File: src/rtl/mux_arb_2x1.sv
// Two-source round-robin arbiter feeding a registered 2:1 output stage.
// Grants run in bursts of up to MAX_BURST transfers; ties alternate using a last-grant flag.
module mux_arb_2x1 #(
  parameter int WIDTH     = 8,
  parameter int MAX_BURST = 4
) (
  input  logic             clk,
  input  logic             rst_n,
  input  logic             a_valid,
  input  logic [WIDTH-1:0] a_data,
  output logic             a_ready,
  input  logic             b_valid,
  input  logic [WIDTH-1:0] b_data,
  output logic             b_ready,
  output logic             select,
  output logic             out_valid,
  output logic [WIDTH-1:0] out_data,
  input  logic             out_ready,
  output logic             busy
);

  typedef enum logic [1:0] {
    IDLE    = 2'd0,
    GRANT_A = 2'd1,
    GRANT_B = 2'd2
  } state_t;

  localparam logic [3:0] BURST_LIM = 4'(MAX_BURST);

  state_t     state, state_nxt;
  logic [3:0] burst_cnt;
  logic       last_a;
  logic       can_load;
  logic       xfer_a, xfer_b, xfer_cur;
  logic       cur_valid, oth_valid;
  logic       grant_end;
  logic       enter_grant;

  assign can_load = !out_valid || out_ready;
  assign xfer_a   = a_valid && a_ready;
  assign xfer_b   = b_valid && b_ready;

  // State, burst counter, last-grant flag and select
  always_ff @(posedge clk or negedge rst_n) begin
    if (!rst_n) begin
      state     <= IDLE;
      burst_cnt <= '0;
      last_a    <= 1'b0;
      select    <= 1'b0;
    end else begin
      state <= state_nxt;
      if (enter_grant) begin
        burst_cnt <= '0;
        last_a    <= (state_nxt == GRANT_A);
        select    <= (state_nxt == GRANT_A);
      end else if (xfer_cur) begin
        burst_cnt <= burst_cnt + 4'd1;
      end
    end
  end

  // Next-state: grant end is checked on the granted source only; re-entry counts as a fresh grant
  always_comb begin
    state_nxt   = state;
    enter_grant = 1'b0;
    cur_valid   = 1'b0;
    oth_valid   = 1'b0;
    xfer_cur    = 1'b0;
    grant_end   = 1'b0;
    case (state)
      IDLE: begin
        if (a_valid && b_valid) state_nxt = last_a ? GRANT_B : GRANT_A;
        else if (a_valid)       state_nxt = GRANT_A;
        else if (b_valid)       state_nxt = GRANT_B;
        enter_grant = (state_nxt != IDLE);
      end
      GRANT_A, GRANT_B: begin
        cur_valid = (state == GRANT_A) ? a_valid : b_valid;
        oth_valid = (state == GRANT_A) ? b_valid : a_valid;
        xfer_cur  = (state == GRANT_A) ? xfer_a  : xfer_b;
        grant_end = (xfer_cur && (burst_cnt + 4'd1 == BURST_LIM)) || !cur_valid;
        if (grant_end) begin
          if (oth_valid)      state_nxt = (state == GRANT_A) ? GRANT_B : GRANT_A;
          else if (cur_valid) state_nxt = state;
          else                state_nxt = IDLE;
          enter_grant = (state_nxt != IDLE);
        end
      end
      default: state_nxt = IDLE;
    endcase
  end

  always_comb begin
    a_ready = (state == GRANT_A) && can_load;
    b_ready = (state == GRANT_B) && can_load;
    busy    = (state != IDLE) || out_valid;
  end

  always_ff @(posedge clk or negedge rst_n) begin
    if (!rst_n) begin
      out_valid <= 1'b0;
      out_data  <= '0;
    end else if (xfer_a) begin
      out_valid <= 1'b1;
      out_data  <= a_data;
    end else if (xfer_b) begin
      out_valid <= 1'b1;
      out_data  <= b_data;
    end else if (out_ready) begin
      out_valid <= 1'b0;
    end
  end

endmodule

File: config.mk
export PLATFORM = sky130hd
export DESIGN_NAME = mux_arb_2x1
export DESIGN_NICKNAME = d
export VERILOG_FILES = /design/src/rtl/mux_arb_2x1.sv
export SDC_FILE = /design/constraint.sdc
export NUM_CORES = 1
export LEC_CHECK = 0
export ABC_AREA = 1
export CAP_MARGIN = 15
export CORE_MARGIN = 8
export CORE_UTILIZATION = 45
export DETAILED_ROUTE_END_ITERATION = 10
export PLACE_DENSITY = 0.82
export RECOVER_POWER = 25
export SLEW_MARGIN = 20
export SYNTH_ARGS = -nofsm -noshare
export SYNTH_HDL_FRONTEND = slang
export SYNTH_SLANG_ARGS = --single-unit
File: constraint.sdc
create_clock -name clk -period 3.5 [get_ports clk]
set_input_delay 0.7 -clock clk [delete_from_list [all_inputs] [get_ports clk]]
set_output_delay 0.7 -clock clk [all_outputs]
set_load 0.01 [all_outputs]
# ---- Word-level counts from Yosys, hierarchy flattened
# Index checks and enable logic that the tools add are counted.
dict set report word_totals {
  ff_bits 16
  inputBits 21
  output_inout_bits 13
  elab_cells 54
}
dict set report classes {
  n_addsub 1
  eq_ne 4
  n_mux 25
  n_reduce_logical 19
}
# cell n
set ops {}
lappend ops {{2-to-1 mux 2 bit} 11}
lappend ops {{2-to-1 mux 8 bit} 2}
lappend ops {{nonzero test 2 bit} 5}
lappend ops {{2-to-1 mux 1 bit} 8}
lappend ops {{2-to-1 mux 4 bit} 2}
lappend ops {{logical AND 1 bit} 6}
lappend ops {{adder 4 x 1 -> 4 bit (second input constant)} 1}
lappend ops {{equality test 2 x 1 -> 1 bit (second input constant)} 2}
lappend ops {{equality test 4 x 3 -> 1 bit (second input constant)} 1}
lappend ops {{case mux 2 bit (2 select lines)} 1}
lappend ops {{logical OR 1 bit} 3}
lappend ops {{nonzero test 3 bit} 1}
lappend ops {{equality test 2 bit (second input constant)} 1}
lappend ops {{logical NOT 1 bit} 2}
lappend ops {{logical NOT 2 bit} 1}
lappend ops {{case mux 1 bit (2 select lines)} 1}
lappend ops {{OR reduction 2 bit} 1}

# ---- Longest topological paths before layout
dict set report logic_depth {
  word_depth 13
  ltp_mapped 14
  ltp_nobuf 14
}

# ---- Worst setup path before layout
# OpenSTA, ideal clock, no wires.
dict set report synth_timing {
  path_kind {reg2reg}
  startpoint {register state[1]}
  endpoint {register last_a}
  setup_ps 118
  arrival_time_ps 1722
  required_ps 3382
  setup_slack_ps 1661
  path_stages_with_launch 14
  path_buffers 0
  synth_period_minus_slack_ps 1839
  path_cell_list {dfrtp_1 inv_1 ha_1 inv_2 a21oi_4 nand2_4 nand2_2 nand2_2 nand2_2 nand3_1 nand2_1 nand2_1 nand2_1 o21ai_2}
}
dict set report synth_between {
  elab_chain_cells 9
  elab_cells_between_ends 30
  cone_classes {3 x eq/ne; 16 x mux; 11 x reduce/logical}
}
# element line
set synth_rtl {}
lappend synth_rtl {{from (decl)} 30} ;# state_t state, state_nxt;
lappend synth_rtl {{from (signal assigned)} 51} ;# state <= state_nxt;
lappend synth_rtl {{equality test 2 x 1 -> 1 bit *} 94} ;# a_ready = (state == GRANT_A) && can_load;
lappend synth_rtl {{logical AND 1 bit *} 94}
lappend synth_rtl {{via a_ready} 11} ;# output logic a_ready,
lappend synth_rtl {{logical AND 1 bit *} 40} ;# assign xfer_a = a_valid && a_ready;
lappend synth_rtl {{2-to-1 mux 1 bit *} 80} ;# xfer_cur = (state == GRANT_A) ? xfer_a : xfer_b;
lappend synth_rtl {{logical AND 1 bit *} 81} ;# grant_end = (xfer_cur && (burst_cnt + 4'd1 == BURST_LIM)) || !cur_valid;
lappend synth_rtl {{logical OR 1 bit *} 81}
lappend synth_rtl {{2-to-1 mux 2 bit} 82} ;# if (grant_end) begin
lappend synth_rtl {{case mux 2 bit (2 select lines)} 70} ;# case (state)
lappend synth_rtl {{equality test 2 x 1 -> 1 bit} 54} ;# last_a <= (state_nxt == GRANT_A);
lappend synth_rtl {{to (signal assigned)} 54}
lappend synth_rtl {{to (decl)} 32} ;# logic last_a;
# Mark *: on every way through the listed nets, which the timed path passes. The rest lies on a longest branch. The select of a mux whose other input is x is not followed.
# A chain may end at the register's enable or synchronous reset.

# ---- Final worst setup path
dict set report layout_timing {
  startpoint {input port out_ready}
  endpoint {output port a_ready}
}
dict set report layout_between {
  elab_chain_cells 2
}
# element line
set layout_rtl {}
lappend layout_rtl {{from (decl)} 18} ;# input logic out_ready,
lappend layout_rtl {{logical OR 1 bit} 39} ;# assign can_load = !out_valid || out_ready;
lappend layout_rtl {{logical AND 1 bit} 94}
lappend layout_rtl {{to (decl)} 11}
# No other way between the ends.

==> results.md <==
- Outcome: complete, no violations
- Share of the synthesized area in the top cell type: 0.394
- Pre-antenna DRT Iters: 4
- WP data arrival: 2150 ps
- Die ar.: 4040 sq um
- Total number of vias: 1,027
- HPWL after DPL: 2150 um
- RSZ-0062 raised after global routing: false
- Clock sinks: 16
- LEAKAGE: 0.000665 uW
- Final hold violation count: 0
- First-pass GRT wire length: 4550 um
- Vias per std cell: 5.19
- Layout area overhead: 38.3%
- H-tree Lvls: 1
- Final setup viols: 0
- Most used cell, CP: clkdlybuf4s50_1
- Tot Pwr: 1030 uW
- Drt first-iter violations: 35
- Sequential power share: 0.302
- Initial antenna violation count: 0
- Combinational power share: 0.575
- CP Max Fanout: 10
- Slowest stage delay, CP: 610 ps
- Post-synthesis register bit count: 16
- TritonCTS buffer count: 3
- Final WL: 2770 um
- Relative slew slack: 0.488
- Cell variety after synth: 22
- Setup total negative slack: 0 ps
- Power Dens Cells: 730 nW/um^2
- Crit-path cells: clkdlybuf4s50_1 > inv_1 > a21oi_4 > clkdlybuf4s50_1
- Largest net degree at the start of global routing: 17
- Later-pin clock latency in the skew report: 290 ps
- Tot GR Track Use: 0.136
- Clk slew on worst S/H paths: 100 ps
- Synth Area per Inst: 7.54 sq um
- Cells after Synth: 135
- Placer Congestion: 0.804
- Count of inserted antenna diode cells: 0
- Root Buffer: clkbuf_4
- Net Sw Frac: 0.428
- Final period util: 0.815
- Num rows: 17
- Fmax: 350 MHz
- Setup bufs post-CTS: 0
- CP startpoint kind: input port
- # hold bufs at CTS: 0
- VDD IR max: 0.000455 V
- Mapped Area: 1020 sq um
- Core area: 2170 sq um
- Antenna viol nets, final: 0
- Slew Limit Fails: 0
- Fin crit period: 2850 ps
- Synthesized Nets: 162
- Port Buf Inserts: 33
- Final Skew: 0.775 ps
- Synth area leaders: dfrtp_1 39%, nand2_1 15%, nand3_1 7.9%, ha_1 7.4%, a31oi_1 4.9%
- Pre-CTS setup slack: 668 ps
- Share of layout cells above drive strength 1: 0.0824
- Area leader, netlist: dfrtp_1
- Worst hold path type: reg2reg
- Int Pwr: 587 uW
- Fin Hold WS: 523 ps
- Post-synthesis sequential area ratio: 0.394
- CP Capture Type: output port
- Kind of critical path: in2out
- Final worst slack: 646 ps
- WP data required: 2800 ps
- Horiz. Die Dim: 63.5 um
- Routed wire length per instance: 14.0 um
- Vias in the first global route: 1,081
- Die Ht: 63.5 um
- Initial cell density of the core: 0.469
- Tightest Pin Transition: 765 ps
- Boundary pin count: 34
- Most frequent cells in the layout: 40 x nand2_1, 32 x clkdlybuf4s50_1, 16 x nand3_1, 16 x dfrtp_1, 12 x inv_1
- Clock power frac: 0.124
- FILL cells: 195
- CTS resizes: 0
- Number of nets in the final layout: 198
- CTS tree: yes
- DRC Markers: 0
- Net switching power: 440 uW
- Max stage delay cell, worst path: clkdlybuf4s50_1
- Synth Warn #: 0
- Max-cap violation count: 0
- Most common cell after layout, fill and taps aside: nand2_1
- Longest Clk Path Bufs: 2
- Gr ovfl total: 0
## metrics by stage
| stage | utilization | area, sq um | std cells |
|---|---|---|---|
| 2_1_floorplan | - | 1020 | 135 |
| 3_3_place_gp | 0.631 | 1370 | 194 |
| 3_5_place_dp | 0.631 | 1370 | 194 |
| 4_1_cts | 0.648 | 1410 | 198 |
| 5_1_grt | 0.648 | 1410 | 198 |
| 6_report | 0.648 | 1410 | 198 |
## worst max-delay path: cells and delay by family
family                 cells  cell delay [ps]
AOI/OAI and AO/OA          1              310
buffers and inverters      3             1140
## final timing paths
kind                                 from      endpoint  slack, ps  cells after the start
worst min register to register     last_a        last_a        520                      2
worst max-delay path            out_ready       a_ready        650                      4
min in group asynchronous           rst_n   out_data[3]        910                      1
worst max register to register   state[1]   out_data[1]       1390                      8
max in group asynchronous           rst_n  burst_cnt[1]       2110                      1
worst min-delay path               last_a        last_a        520                      2
## layer usage
| metal | GRT usage | routed length, um | vias to the layer above | share of wire |
|---|---|---|---|---|
| met2 | 0.243 | 1460 | 31 | 0.53 |
| li1 | - | - | 517 | - |
| met5 | 0 | 0 | - | 0 |
| met1 | 0.143 | 1130 | 473 | 0.41 |
| met4 | 0.0641 | 48 | 0 | 0.017 |
| met3 | 0.0389 | 134 | 6 | 0.048 |
## state kept, by name, summed over array words and instances, names as in the netlist
| register | cells |
|---|---|
| out_data | 8 |
| burst_cnt | 4 |
| state | 2 |
| last_a | 1 |
| out_valid | 1 |
## kinds of logic after synthesis
family                   share of synthesized area
AND/OR/NAND/NOR                              0.337
AO/OA/AOI/OAI                                0.123
buffers and inverters                       0.0640
flip-flops                                   0.394
adder cells (fa/ha/maj)                     0.0738
XOR/XNOR                                   0.00861
## synth_stat cells
library cell	n
a21oi_4	1
a31oi_1	8
nand2_1	40
o211ai_1	1
o21ai_0	2
nor2_1	11
nand4_1	3
buf_4	1
nand3_2	1
buf_2	1
xor2_1	1
a21boi_0	1
o21ai_2	1
inv_1	12
nand3_1	16
and2_1	1
nand2_2	4
inv_2	2
nand2_4	1
a21oi_1	5
ha_1	6
dfrtp_1	16
## final cells by class
cell class / count / area, sq um / area share
tap: 28 / 35.0 / 0.0249
clock buffer: 4 / 36.3 / 0.0258
timing repair buffer: 33 / 330 / 0.235
inverter: 14 / 52.6 / 0.0374
sequential: 16 / 400 / 0.285
multi-input combinational: 103 / 552 / 0.392
## power by group through the flow
stage	clock network, uW	registers [uW]	logic, uW
after global routing	134	319	648
after global placement	0	307	573
after detailed placement	0	315	587
after CTS	128	311	592
after floorplan	0	330	328
final	127	310	590
Note: power is estimated with default switching activity, not from simulation.
